==> src/rtl/pipe_stage_reg_if.sv <==
// Handshake bundle for pipe_stage_reg: upstream valid/ready/data,
// downstream valid/ready/data, squash and fill level.
interface pipe_stage_reg_if #(
  parameter int unsigned WIDTH = 32
);
  logic             in_valid;
  logic             in_ready;
  logic [WIDTH-1:0] din;
  logic             out_valid;
  logic             out_ready;
  logic [WIDTH-1:0] dout;
  logic             flush;
  logic [1:0]       occupancy;

  modport master (
    output in_valid,
    output din,
    output out_ready,
    output flush,
    input  in_ready,
    input  out_valid,
    input  dout,
    input  occupancy
  );

  modport slave (
    input  in_valid,
    input  din,
    input  out_ready,
    input  flush,
    output in_ready,
    output out_valid,
    output dout,
    output occupancy
  );
endinterface

==> src/rtl/pipe_stage_reg.sv <==
// Elastic pipeline stage register with valid/ready, flush and an
// optional skid entry enabled by `PIPE_STAGE_REG_SKID_EN.
module pipe_stage_reg #(
  parameter int unsigned      WIDTH       = 32,
  parameter logic [WIDTH-1:0] RESET_VALUE = '0
) (
  input  logic            clk,
  input  logic            rst,
  pipe_stage_reg_if.slave bus
);

`ifdef PIPE_STAGE_REG_SKID_EN
  typedef enum logic [1:0] {
    EMPTY = 2'd0,
    FULL  = 2'd1,
    SKID  = 2'd2
  } state_e;
`else
  typedef enum logic {
    EMPTY = 1'b0,
    FULL  = 1'b1
  } state_e;
`endif

  state_e           state_q, state_d;
  logic [WIDTH-1:0] main_q, main_d;
  logic             in_fire;
  logic             out_fire;

  assign bus.out_valid = (state_q != EMPTY);
  assign bus.dout      = main_q;
  assign in_fire       = bus.in_valid & bus.in_ready;
  assign out_fire      = bus.out_valid & bus.out_ready;

`ifdef PIPE_STAGE_REG_SKID_EN
  logic [WIDTH-1:0] skid_q, skid_d;

  // Ready comes from state only, so out_ready never reaches in_ready.
  assign bus.in_ready  = (state_q != SKID) & ~rst;
  assign bus.occupancy = {state_q == SKID, state_q == FULL};

  always_comb begin
    state_d = state_q;
    main_d  = main_q;
    skid_d  = skid_q;
    unique case (state_q)
      EMPTY: begin
        if (in_fire) begin
          main_d  = bus.din;
          state_d = FULL;
        end
      end
      FULL: begin
        unique case (1'b1)
          (in_fire & out_fire): begin
            main_d = bus.din;
          end
          (in_fire & ~out_fire): begin
            skid_d  = bus.din;
            state_d = SKID;
          end
          (~in_fire & out_fire): begin
            state_d = EMPTY;
          end
          default: ;
        endcase
      end
      SKID: begin
        if (out_fire) begin
          main_d  = skid_q;
          state_d = FULL;
        end
      end
      default: state_d = EMPTY;
    endcase
    // Squash drops everything; data regs keep their contents.
    if (bus.flush) begin
      state_d = EMPTY;
      main_d  = main_q;
      skid_d  = skid_q;
    end
  end

  always_ff @(posedge clk or posedge rst) begin
    if (rst) begin
      state_q <= EMPTY;
      main_q  <= RESET_VALUE;
      skid_q  <= RESET_VALUE;
    end else begin
      state_q <= state_d;
      main_q  <= main_d;
      skid_q  <= skid_d;
    end
  end
`else
  // Single entry: a draining word frees the slot in the same cycle.
  assign bus.in_ready  = (~bus.out_valid | bus.out_ready) & ~rst;
  assign bus.occupancy = {1'b0, state_q == FULL};

  always_comb begin
    state_d = state_q;
    main_d  = main_q;
    unique case (state_q)
      EMPTY: begin
        if (in_fire) begin
          main_d  = bus.din;
          state_d = FULL;
        end
      end
      FULL: begin
        unique case (1'b1)
          in_fire: begin
            main_d = bus.din;
          end
          (~in_fire & out_fire): begin
            state_d = EMPTY;
          end
          default: ;
        endcase
      end
    endcase
    if (bus.flush) begin
      state_d = EMPTY;
      main_d  = main_q;
    end
  end

  always_ff @(posedge clk or posedge rst) begin
    if (rst) begin
      state_q <= EMPTY;
      main_q  <= RESET_VALUE;
    end else begin
      state_q <= state_d;
      main_q  <= main_d;
    end
  end
`endif

endmodule

==> src/flat_wrapper.sv <==
// flat-port wrapper written by rule: the top's interface ports become plain ports
module pipe_stage_reg_flat 
#(
  parameter int unsigned      WIDTH       = 32,
  parameter logic [WIDTH-1:0] RESET_VALUE = '0
)
  (clk, rst, bus_in_valid, bus_din, bus_out_ready, bus_flush, bus_in_ready, bus_out_valid, bus_dout, bus_occupancy);
  pipe_stage_reg_if #(.WIDTH(WIDTH)) bus_i ();
  input  logic clk;
  input  logic rst;
  input wire logic [$bits(bus_i.in_valid)-1:0] bus_in_valid;
  input wire logic [$bits(bus_i.din)-1:0] bus_din;
  input wire logic [$bits(bus_i.out_ready)-1:0] bus_out_ready;
  input wire logic [$bits(bus_i.flush)-1:0] bus_flush;
  output wire logic [$bits(bus_i.in_ready)-1:0] bus_in_ready;
  output wire logic [$bits(bus_i.out_valid)-1:0] bus_out_valid;
  output wire logic [$bits(bus_i.dout)-1:0] bus_dout;
  output wire logic [$bits(bus_i.occupancy)-1:0] bus_occupancy;
  assign bus_i.in_valid = bus_in_valid;
  assign bus_i.din = bus_din;
  assign bus_i.out_ready = bus_out_ready;
  assign bus_i.flush = bus_flush;
  assign bus_in_ready = bus_i.in_ready;
  assign bus_out_valid = bus_i.out_valid;
  assign bus_dout = bus_i.dout;
  assign bus_occupancy = bus_i.occupancy;
  pipe_stage_reg #(.WIDTH(WIDTH), .RESET_VALUE(RESET_VALUE)) u_core (.clk(clk), .rst(rst), .bus(bus_i));
endmodule
==> config.mk <==
export PLATFORM = sky130hd
export DESIGN_NAME = pipe_stage_reg_flat
export DESIGN_NICKNAME = d
export VERILOG_FILES = /design/src/rtl/pipe_stage_reg_if.sv /design/src/rtl/pipe_stage_reg.sv /design/src/flat_wrapper.sv
export SDC_FILE = /design/constraint.sdc
export NUM_CORES = 1
export LEC_CHECK = 0
export BUFFER_PORTS_ARGS = -buffer_cell sky130_fd_sc_hd__buf_2
export CAP_MARGIN = 20
export CORE_MARGIN = 2
export CORE_UTILIZATION = 43
export DETAILED_ROUTE_END_ITERATION = 10
export GPL_TIMING_DRIVEN = 0
export PLACE_DENSITY = 0.78
export SLEW_MARGIN = 25
export SYNTH_ARGS = -nofsm -noshare
export SYNTH_HDL_FRONTEND = slang
export SYNTH_SLANG_ARGS = --single-unit
==> constraint.sdc <==
create_clock -name clk -period 1.8 [get_ports clk]
set_input_delay 0.09 -clock clk [delete_from_list [all_inputs] [get_ports clk]]
set_output_delay 0.09 -clock clk [all_outputs]
set_load 0.1 [all_outputs]
======== Yosys cells after proc, flatten, opt, wreduce, memory -nomap -nowiden ========
Cells that the tools add are included.
cells by class
  multiplexer cells ....................... 5
  bitwise logic cells ..................... 9
  reductions and logical operators ........ 1
operator list
  kind               count
  $mux W32           1
  $and A1 B1 Y1      4
  $not A1 Y1         4
  $mux W1            3
  $pmux W1 S2        1
  $reduce_and A2 Y1  1
  $or A1 B1 Y1       1
storage, ports and cells
  register bits ........................... 33
  input port bits ......................... 37
  output and inout port bits .............. 36
  logic and storage cells ................. 17

======== Depth between registers and ports, before layout ========
  word-level depth ........................ 9
  depth in mapped cells ................... 4
  depth with buffers taken out ............ 3

======== Worst setup path after synthesis ========
No wires, ideal clock.
  kind .................................... register to output
  from .................................... reg u_core.state_q (netlist: u_core.bus.out_valid)
  to ...................................... out bus_in_ready
  data arrival time ....................... 2.277 ns
  data required time ...................... 1.710 ns
  path slack .............................. -0.567 ns
  cell stages (with the launch flop) ...... 3
  path buffers ............................ 0
  path through ............................ dfrtp_1 > nor2b_4 > nor2_1
on the way
  word-level cells in the longest chain between the ends .. 3
ends and longest elaborated chain
  item                    line                   RTL
  start, declared         pipe_stage_reg.sv:25   state_e state_q, state_d;
  start signal, assigned  pipe_stage_reg.sv:133  state_q <= state_d;
  $not A1 Y1              pipe_stage_reg.sv:97   assign bus.in_ready = (~bus.out_valid | bus.out_ready) & ~rst;
  $or A1 B1 Y1            pipe_stage_reg.sv:97
  $and A1 B1 Y1           pipe_stage_reg.sv:97
  end, declared           flat_wrapper.sv:15     output wire logic [$bits(bus_i.in_ready)-1:0] bus_in_ready;
No other way between the ends.

======== Worst setup path after layout ========
  from .................................... reg u_core.state_q (netlist: u_core.bus.out_valid)
  to ...................................... reg u_core.main_q[31] (netlist: u_core.bus.dout[31])
on the way
  word-level cells in the longest chain between the ends .. 5
ends and longest elaborated chain
  item                         line                                         RTL
  $not A1 Y1                   pipe_stage_reg.sv:97, pipe_stage_reg.sv:103
  $or A1 B1 Y1                 pipe_stage_reg.sv:97
  $and A1 B1 Y1                pipe_stage_reg.sv:97
  $and A1 B1 Y1                pipe_stage_reg.sv:32                         assign in_fire = bus.in_valid & bus.in_ready;
  $reduce_and A2 Y1 (no line)  -
  end signal, assigned         pipe_stage_reg.sv:134                        main_q <= main_d;
  end, declared                pipe_stage_reg.sv:26                         logic [WIDTH-1:0] main_q, main_d;
No other way between the ends.
A chain may end at the register's enable or synchronous reset.

==> reports/metrics.cfg <==
[outcome]
status=complete, but fails checks
violations=DRC

[detailed_routing]
num_vias=1039
drt-pass1-iter-count=6
wl_per_cell_um=13.9
finalWirelength_um=3090
first_iter_violations=29
route.detailed.drc=3
vias_per_cell=4.68
ant_nets=0

[critical_path]
critPathKind=reg2reg
crit_arrival_ns=1.90
cp-start-kind=flop
critPathMaxFanout=10
cp-end-kind=flop
crit_required_ns=2.01

[sta]
finalSetupViolations=0
hold_viol=0
post-route-period-util_pct=93.6
fin_worst_skew_ns=0.00646
final_max_slew_viol_count=0
maxSlewHeadroom_pct=56.0
fin_crit_ns=1.68
worst_pin_slew_ns=0.658
rsz0062_at_grt=no
fin_hold_ws_ns=0.0575
max_freq_mhz=594
layout_setup_ws_ns=0.116
setup-tns-final_ns=0

[grt]
grt_usage_pct=18.8
grt_pass1_wl_um=4640
grt_pass1_vias=1063
grt_max_degree=34
antenna_found_initial=0
grt.overflow.total=0

[clocking]
cts_max_level=2
cts_tree=yes
clk_latency_ns=0.33
cts_resized=0
clk_pin_slew_ns=0.09
clock-sinks=33
clock_path_buffers=2
cts_buffers=5
cts_root_buf=clkbuf_4

[floorplan]
core_um2=2810
die_w_um=58.9
rows=19
die_h_um=58.9
dieArea_um2=3470
start_util_pct=46.2
io_pins=73

[cells_and_area]
final_core_util_pct=74.5
diodes=0
syn_to_final_growth_pct=61.4
drive_above_1_share_pct=61.8
stdcell_area_um2=2090
nNetsFinal=227
layout.cells.non_filler=222
fill_cells=200

[pwr]
peakVddDrop_mv=0.892
cellLeakagePower_nw=1.04
powerDensity_nw_per_um2=1410
power.total_mw=2.95

[synthesis]
synth_cells=77
synth_cell_type_count=11
yosysSeqAreaShare_pct=63.8
avgSynthCellArea_um2=16.8
synth_nets=114
synth.cell_area_um2=1290
synth-seq-cells=33
yosys_warnings=0

[place]
placed_cell_area_um2=1700
dpl.cell_count=179
port_buffers=71
globalplace.congestion=0.655
pre_cts_slack_ns=0.0460
dpl.hpwl_um=1970

[min_path]
min_path_type=in2reg

[job]
maxCapViolCount=0

[cells in the final DEF, fill, tap and decap left out]
master and instances:
buf_2 71, dlygate4sd3_1 33, dfrtp_1 32, mux2_2 30, clkbuf_4 5, buf_4 4
buf_6 3, clkbuf_1 3, mux2_1 2, nor2b_4 1, nor4b_4 1, nor2_2 1
inv_1 1, a21o_1 1, inv_2 1, conb_1 1, dfrtp_4 1
[flip-flops by register name, indices dropped and copies added, names as in the netlist]
signal,cells
u_core.bus.dout,32
u_core.bus.out_valid,1
[final cells by class]
| cell class | instances | area (um2) | share of cell area, % |
|---|---|---|---|
| Buffer | 5 | 48.8 | 2.34 |
| Clock buffer | 8 | 48.8 | 2.34 |
| Inverter | 2 | 7.51 | 0.359 |
| Multi-Input combinational cell | 37 | 415 | 19.9 |
| Sequential cell | 33 | 830 | 39.7 |
| Tap cell | 31 | 38.8 | 1.86 |
| Timing Repair Buffer | 106 | 701 | 33.5 |
[cell usage after synthesis]
cell     instances  area, um2
conb_1           1       3.75
dfrtp_1         33        826
inv_1            2       7.51
buf_4            2       15.0
a21o_1           1       7.51
nor4b_4          1       23.8
nor2b_4          1       13.8
nor2_1           1       3.75
buf_6            3       33.8
mux2_1           2       22.5
mux2_2          30        338
[timing repair]
| action | CTS | global route |
|---|---|---|
| hold endpoints to repair | 65 | 0 |
| buffers inserted | 0 | 2 |
| endpoints found under the setup margin | 0 | 24 |
| hold buffers | 33 | 0 |
[cells by family (layout without fill, tap and decap cells)]
logic type / after synthesis / count (layout) / synth area share (%)
AOI/OAI and AO/OA: 1 / 1 / 0.580
buffers and inverters: 7 / 121 / 4.35
and+or+nand+nor: 3 / 3 / 3.19
muxes: 32 / 32 / 27.8
DFF: 33 / 33 / 63.8
other: 1 / 1 / 0.290
[worst paths after layout]
| check | from | to | slack, ns | cells past startpoint |
|---|---|---|---|---|
| worst max-delay path | u_core.bus.out_valid$_DFF_PP0_ | u_core.bus.dout[31]$_DFFE_PP0P_ | 0.12 | 5 |
| worst min-delay path | bus_flush | u_core.bus.out_valid$_DFF_PP0_ | 0.06 | 3 |
| worst max register to register | u_core.bus.out_valid$_DFF_PP0_ | u_core.bus.dout[31]$_DFFE_PP0P_ | 0.12 | 5 |
| worst min register to register | u_core.bus.dout[1]$_DFFE_PP0P_ | u_core.bus.dout[1]$_DFFE_PP0P_ | 0.49 | 1 |
| max in group asynchronous | rst | u_core.bus.out_valid$_DFF_PP0_ | 0.85 | 3 |
| min in group asynchronous | rst | u_core.bus.dout[8]$_DFFE_PP0P_ | 0.46 | 3 |
[power breakdown]
group          internal, mW  total, mW  switching [mW]
Sequential            0.890      0.961          0.0717
Combinational         0.301       1.61            1.31
Clock                 0.155      0.383           0.228
[routing by layer]
metal	global-route usage [%]	wire (um)	part of all wire (%)	up-vias
met5	0	0	0	-
met4	12.3	100	3.2	0
met3	5.05	162	5.2	11
met2	34.1	1760	57	42
met1	18.6	1070	35	498
li1	-	-	-	488
[worst max-delay path, stage by stage, from the launching register on]
cell and delay [ns]:
dfrtp_4 0.49, nor2b_4 0.15, nor4b_4 0.24, buf_4 0.19, buf_6 0.15, mux2_2 0.35
No activity file was read; power rests on OpenSTA's default activity.
